===== src/rtl/baluga_isa_pkg.sv =====
// Shared ISA constants, opcodes and fetch-stage state encoding.
// Imported by the fetch stage and its program counter.
package baluga_isa_pkg;

  localparam int ADDR_W  = 8;
  localparam int INSTR_W = 9;
  localparam int OP_W    = 4;

  localparam logic [ADDR_W-1:0] RESET_PC = 8'h00;

  localparam logic [OP_W-1:0] OP_LOAD     = 4'b0001;
  localparam logic [OP_W-1:0] OP_SET_TO   = 4'b0101;
  localparam logic [OP_W-1:0] OP_SET_FROM = 4'b0110;
  localparam logic [OP_W-1:0] OP_INCR     = 4'b0111;
  localparam logic [OP_W-1:0] OP_SET_LOW  = 4'b1010;
  localparam logic [OP_W-1:0] OP_HALT     = 4'b1111;
  localparam logic [OP_W-1:0] HALT_OP     = OP_HALT;

  typedef enum logic [1:0] {
    ST_IDLE = 2'd0,
    ST_RUN  = 2'd1,
    ST_HALT = 2'd2
  } fetch_state_t;

  function automatic logic [OP_W-1:0] opcode_of(
    input logic [INSTR_W-1:0] instr
  );
    return instr[INSTR_W-1 -: OP_W];
  endfunction

endpackage


===== src/rtl/instruction_fetch_program_counter.sv =====
// Program counter: load has priority over increment, else hold.
// Ports: clock, reset_n, i_load, i_load_pc, i_inc -> o_pc.
module program_counter
  import baluga_isa_pkg::*;
(
  input  logic              clock,
  input  logic              reset_n,
  input  logic              i_load,
  input  logic [ADDR_W-1:0] i_load_pc,
  input  logic              i_inc,
  output logic [ADDR_W-1:0] o_pc
);

  logic [ADDR_W-1:0] r_pc;

  always_ff @(posedge clock or negedge reset_n) begin
    if (!reset_n) begin
      r_pc <= RESET_PC;
    end else if (i_load) begin
      r_pc <= i_load_pc;
    end else if (i_inc) begin
      // natural wrap: 8'hFF + 1 -> 8'h00
      r_pc <= r_pc + ADDR_W'(1);
    end
  end

  assign o_pc = r_pc;

endmodule


===== src/rtl/instruction_fetch.sv =====
// Fetch stage: PC, ROM addressing, instruction register, stall/redirect/HALT.
// Ports: clock, reset_n, enable, stall, redirect(+pc), rom i/f, instr outputs.
module instruction_fetch
  import baluga_isa_pkg::*;
(
  input  logic               clock,
  input  logic               reset_n,
  input  logic               enable,
  input  logic               stall,
  input  logic               redirect,
  input  logic [ADDR_W-1:0]  redirect_pc,
  output logic [ADDR_W-1:0]  rom_address,
  input  logic [INSTR_W-1:0] rom_instruction,
  output logic [INSTR_W-1:0] instr_out,
  output logic [ADDR_W-1:0]  instr_pc,
  output logic               instr_valid,
  output logic               halted
);

  fetch_state_t r_state;
  fetch_state_t w_state_d;

  logic [ADDR_W-1:0]  w_pc;
  logic               w_pc_load;
  logic               w_pc_inc;
  logic               w_ir_load;
  logic               w_valid_d;
  logic               w_halted_d;
  logic               w_is_halt;

  logic [INSTR_W-1:0] r_instr_out;
  logic [ADDR_W-1:0]  r_instr_pc;
  logic               r_valid;
  logic               r_halted;

  program_counter u_pc (
    .clock     (clock),
    .reset_n   (reset_n),
    .i_load    (w_pc_load),
    .i_load_pc (redirect_pc),
    .i_inc     (w_pc_inc),
    .o_pc      (w_pc)
  );

  assign w_is_halt = (opcode_of(rom_instruction) == HALT_OP);

  always_ff @(posedge clock or negedge reset_n) begin
    if (!reset_n) begin
      r_state <= ST_IDLE;
    end else begin
      r_state <= w_state_d;
    end
  end

  always_comb begin
    w_state_d  = r_state;
    w_pc_load  = 1'b0;
    w_pc_inc   = 1'b0;
    w_ir_load  = 1'b0;
    w_valid_d  = r_valid;
    w_halted_d = r_halted;
    unique case (r_state)
      ST_IDLE: begin
        if (enable) w_state_d = ST_RUN;
      end
      ST_RUN: begin
        if (redirect) begin
          // flush wins over stall and over a HALT being fetched
          w_pc_load = 1'b1;
          w_valid_d = 1'b0;
        end else if (!stall) begin
          w_ir_load = 1'b1;
          w_valid_d = 1'b1;
          if (w_is_halt) begin
            w_state_d  = ST_HALT;
            w_halted_d = 1'b1;
          end else begin
            w_pc_inc = 1'b1;
          end
        end
      end
      ST_HALT: begin
        if (redirect) begin
          w_pc_load  = 1'b1;
          w_valid_d  = 1'b0;
          w_halted_d = 1'b0;
          w_state_d  = ST_RUN;
        end else if (!stall) begin
          // HALT instruction consumed by decoder
          w_valid_d = 1'b0;
        end
      end
      default: begin
        w_state_d = ST_IDLE;
      end
    endcase
  end

  always_ff @(posedge clock or negedge reset_n) begin
    if (!reset_n) begin
      r_instr_out <= '0;
      r_instr_pc  <= '0;
      r_valid     <= 1'b0;
      r_halted    <= 1'b0;
    end else begin
      if (w_ir_load) begin
        r_instr_out <= rom_instruction;
        r_instr_pc  <= w_pc;
      end
      r_valid  <= w_valid_d;
      r_halted <= w_halted_d;
    end
  end

  assign rom_address = w_pc;
  assign instr_out   = r_instr_out;
  assign instr_pc    = r_instr_pc;
  assign instr_valid = r_valid;
  assign halted      = r_halted;

endmodule


===== config.mk =====
export PLATFORM = sky130hd
export DESIGN_NAME = instruction_fetch
export DESIGN_NICKNAME = d
export VERILOG_FILES = /design/src/rtl/baluga_isa_pkg.sv /design/src/rtl/instruction_fetch_program_counter.sv /design/src/rtl/instruction_fetch.sv
export SDC_FILE = /design/constraint.sdc
export NUM_CORES = 1
export LEC_CHECK = 0
export CORE_ASPECT_RATIO = 0.8
export CORE_UTILIZATION = 48
export DETAILED_ROUTE_END_ITERATION = 10
export GPL_ROUTABILITY_DRIVEN = 1
export PLACE_DENSITY = 0.85
export SYNTH_ARGS = -nofsm -noshare
export SYNTH_HDL_FRONTEND = slang
export SYNTH_SLANG_ARGS = --single-unit
export TNS_END_PERCENT = 1

===== constraint.sdc =====
create_clock -name clock -period 5.6 [get_ports clock]
set_input_delay 0.84 -clock clock [delete_from_list [all_inputs] [get_ports clock]]
set_output_delay 0.84 -clock clock [all_outputs]
set_load 0.02 [all_outputs]

==> summary.md <==
The run finished with clean final reports. The largest individual stage delay along the critical path comes from the cell sky130_fd_sc_hd__and2_1. For the max-slew violation count, the log shows 0. In the layout the commonest cells are sky130_fd_sc_hd__clkdlybuf4s50_1, sky130_fd_sc_hd__dfrtp_1, sky130_fd_sc_hd__mux2_1. The number of iterations in the first detailed-routing pass is 4. The worst setup path is launched from an input port. The run gives 31 as the count of cell types in the netlist.

The relative slew slack was 0.474. The first-pass GRT wire length was 5.09 mm; the worst clock skew was 0.00199 ns. The total number of yosys warnings came out at 0. The critical path goes through clkdlybuf4s50_1 > nor2_1 > and2_1 > mux2_1. The number of nets at the end of the flow was 197; the total power after layout was 1190 uW. Data on the critical path is required at its endpoint by 5.76 ns. Dividing the detail-routed via count by the number of cells gives 5.21. The run gives 1450 sq um as the synthesized area. The clock reaches the later pin of the worst-skew pair after 0.28 ns.

The number of ports placed on the die boundary was 49. Setup repair after global routing left no endpoint under its margin. The run gives 145 as the net count after synthesis. The worst setup path is of the in -> reg kind. The region available for standard cell placement spans 2810 sq um. The number of buffer and inverter stages on the critical path came out at 1. The area added between synthesis and finish is 40.5%, and the total power divided by cell area is 582 nW/um^2. The run gives 1083 as the routed via count. For the pin count of the biggest net entering global routing, the log shows 30. The number of buffer cells added on primary ports was 48. The synthesized area per cell was 12.4 sq um. The floorplan step set the die width to 63.4 um.

Routability-driven placement finished with a final weighted congestion of 0.772. In this run the deepest clock path goes through 2 buffers. The total overflow left after global routing is 0. The leakage dissipation was 0.000826 uW; the setup TNS was 0 ns. The number of register bits inferred by synthesis is 29.

The via count of the first global-routing pass was 1081; the ratio of cells with drive above 1 in the final layout was 0.0941. For the initial antenna violation count, the log shows 0. The initialized floorplan defines 17 standard-cell rows.

In this run, the number of DRC markers left after iteration 0 of detailed routing was 36. The tools report the final hold violation count as 0. The die covers 3240 sq um. The number of synthesized flops with an enable pin was 0. Dividing the detail-routed wire length by the instance count gives 14.5 um. The number of buffers created by CTS came out at 5.

The largest single stage delay on the critical path is 0.67 ns. Flip-flop cell with the highest count after synthesis: sky130_fd_sc_hd__dfrtp_1. In this run the remaining antenna-violating nets after routing total 0. The die is 51.1 um tall. The number of antenna diodes in the final layout is 0.

Most common cell after layout, fill and taps aside: sky130_fd_sc_hd__clkdlybuf4s50_1. The tools report the largest vdd supply drop as 0.302 mV. The part of the cycle the worst path needs came out at 0.446. After detailed routing, the number of remaining DRC violations is 0. The total of fill cells in the finished design is 197. The worst path in the final design needs a cycle of 2.50 ns, including I/O delays and setup. The count of H-tree levels built during CTS was 2.

TritonCTS built the clock tree. The tree is rooted in a sky130_fd_sc_hd__clkbuf_8. Along the worst path, the maximum fanout reaches 17.

After legalization and detailed placement, the total HPWL measured 2.27 mm. The clock input transition at the sequential cells of the worst setup and hold paths is 0.06 ns, and the post-CTS repair timing setup buffer count is 0. The logs give 400 MHz for the maximum clock rate and 0 for the number of buffers inserted for hold repair after clock tree synthesis. The tools report the worst path arrival time as 2.66 ns.

The tree built by TritonCTS fans out to 29 sinks. Counting every instance in the synthesized netlist gives 117. The worst setup path is captured at a register. The async set-reset flop share out of synthesis was 1.00; the count of endpoints failing setup in the final report was 0. The cell class contributing the biggest share of worst-path delay is simple AND/OR/NAND/NOR gates.

The run gives 0.216 as the global-route total usage across every layer. For the pin with the worst max-slew slack, the measured transition is 0.788 ns. The sequential area share after synthesis is 0.501. The path category of the worst min-delay check was reg -> reg. Across the run, the number of max-cap violations was 0.

The starting density of the core was 0.516. Total wire length after detailed routing: 3.02 mm. The run gives 0 as the total of cells resized after clock tree synthesis.
==> Yosys cell counts (2+ instances only) <==
library cell              number  area (sq um)
sky130_fd_sc_hd__a21oi_1      10          50.1
sky130_fd_sc_hd__buf_6         2          22.5
sky130_fd_sc_hd__dfrtp_1      29           726
sky130_fd_sc_hd__ha_1          6          75.1
sky130_fd_sc_hd__inv_1         3          11.3
sky130_fd_sc_hd__mux2_1       17           191
sky130_fd_sc_hd__mux2_4        2          30.0
sky130_fd_sc_hd__nand2_1       4          15.0
sky130_fd_sc_hd__nand3_1       3          15.0
sky130_fd_sc_hd__nand4_1       2          12.5
sky130_fd_sc_hd__nor2_1       12          45.0
sky130_fd_sc_hd__nor3_1        2          10.0
sky130_fd_sc_hd__nor4_2        2          25.0
sky130_fd_sc_hd__xnor2_1       5          43.8
sky130_fd_sc_hd__xor2_1        2          17.5
==> power breakdown <==
part / leakage (uW) / switching [uW] / internal (uW)
clock: 0.0000450 / 75.5 / 85.7
combinational: 0.000443 / 309 / 310
sequential: 0.000337 / 89.9 / 316
total: 0.000826 / 474 / 711
==> flip-flops by register name (all words and copies together), names as in the netlist <==
name	flops
halted	1
instr_out	9
r_state	2
u_pc.o_pc	8
instr_pc	8
instr_valid	1
==> per-stage QoR <==
stage | hold WS (ns) | utilization | cell area [sq um] | std cells | setup slack [ns]
after floorplan | 0.534 | - | 1450 | 117 | 3.69
after global placement | 0.467 | 0.696 | 1950 | 200 | 2.90
after detailed placement | 0.474 | 0.696 | 1950 | 200 | 2.79
after CTS | 0.487 | 0.725 | 2040 | 208 | 3.09
after global routing | 0.494 | 0.725 | 2040 | 208 | 2.97
final | 0.482 | 0.725 | 2040 | 208 | 3.10
==> routing by layer <==
metal	share of wire	vias up	global-route usage	wire, um
met5	0	-	0	0
met4	0.023	0	0.114	70
met2	0.47	35	0.355	1430
met1	0.46	521	0.267	1400
li1	-	520	-	-
met3	0.042	7	0.0513	127
==> kinds of logic (layout without fill, tap and decap cells) <==
| group | Yosys count | in the layout | share of synthesized area |
|---|---|---|---|
| compound gates | 16 | 16 | 0.0769 |
| xor+xnor | 7 | 7 | 0.0423 |
| fa+ha+maj | 6 | 6 | 0.0518 |
| buf+inv | 7 | 60 | 0.0294 |
| flops | 29 | 29 | 0.501 |
| mux | 20 | 20 | 0.160 |
| simple gates | 32 | 32 | 0.139 |
==> area by class of cell <==
type / instances / area [sq um] / area share
well taps: 38 / 47.5 / 0.0234
inverters: 3 / 11.3 / 0.00553
repair buffers: 49 / 488 / 0.240
multi-input cells: 81 / 681 / 0.334
clock inverters: 2 / 10.0 / 0.00492
flip-flops and latches: 29 / 726 / 0.356
clock buffers: 6 / 72.6 / 0.0356
==> path summary, 6_finish.rpt <==
check,depth (start not counted),slack [ns],from,to
min in group asynchronous,2,0.93,reset_n,instr_out[1]$_DFFE_PN0P_
worst max-delay path,4,3.10,stall,instr_out[3]$_DFFE_PN0P_
worst min-delay path,1,0.48,instr_pc[4]$_DFFE_PN0P_,instr_pc[4]$_DFFE_PN0P_
max in group asynchronous,2,4.40,reset_n,r_state[0]$_DFFE_PN0P_
worst min register to register,1,0.48,instr_pc[4]$_DFFE_PN0P_,instr_pc[4]$_DFFE_PN0P_
worst max register to register,6,3.61,r_state[1]$_DFFE_PN0P_,r_state[1]$_DFFE_PN0P_
(Power assumes the default switching activity.)
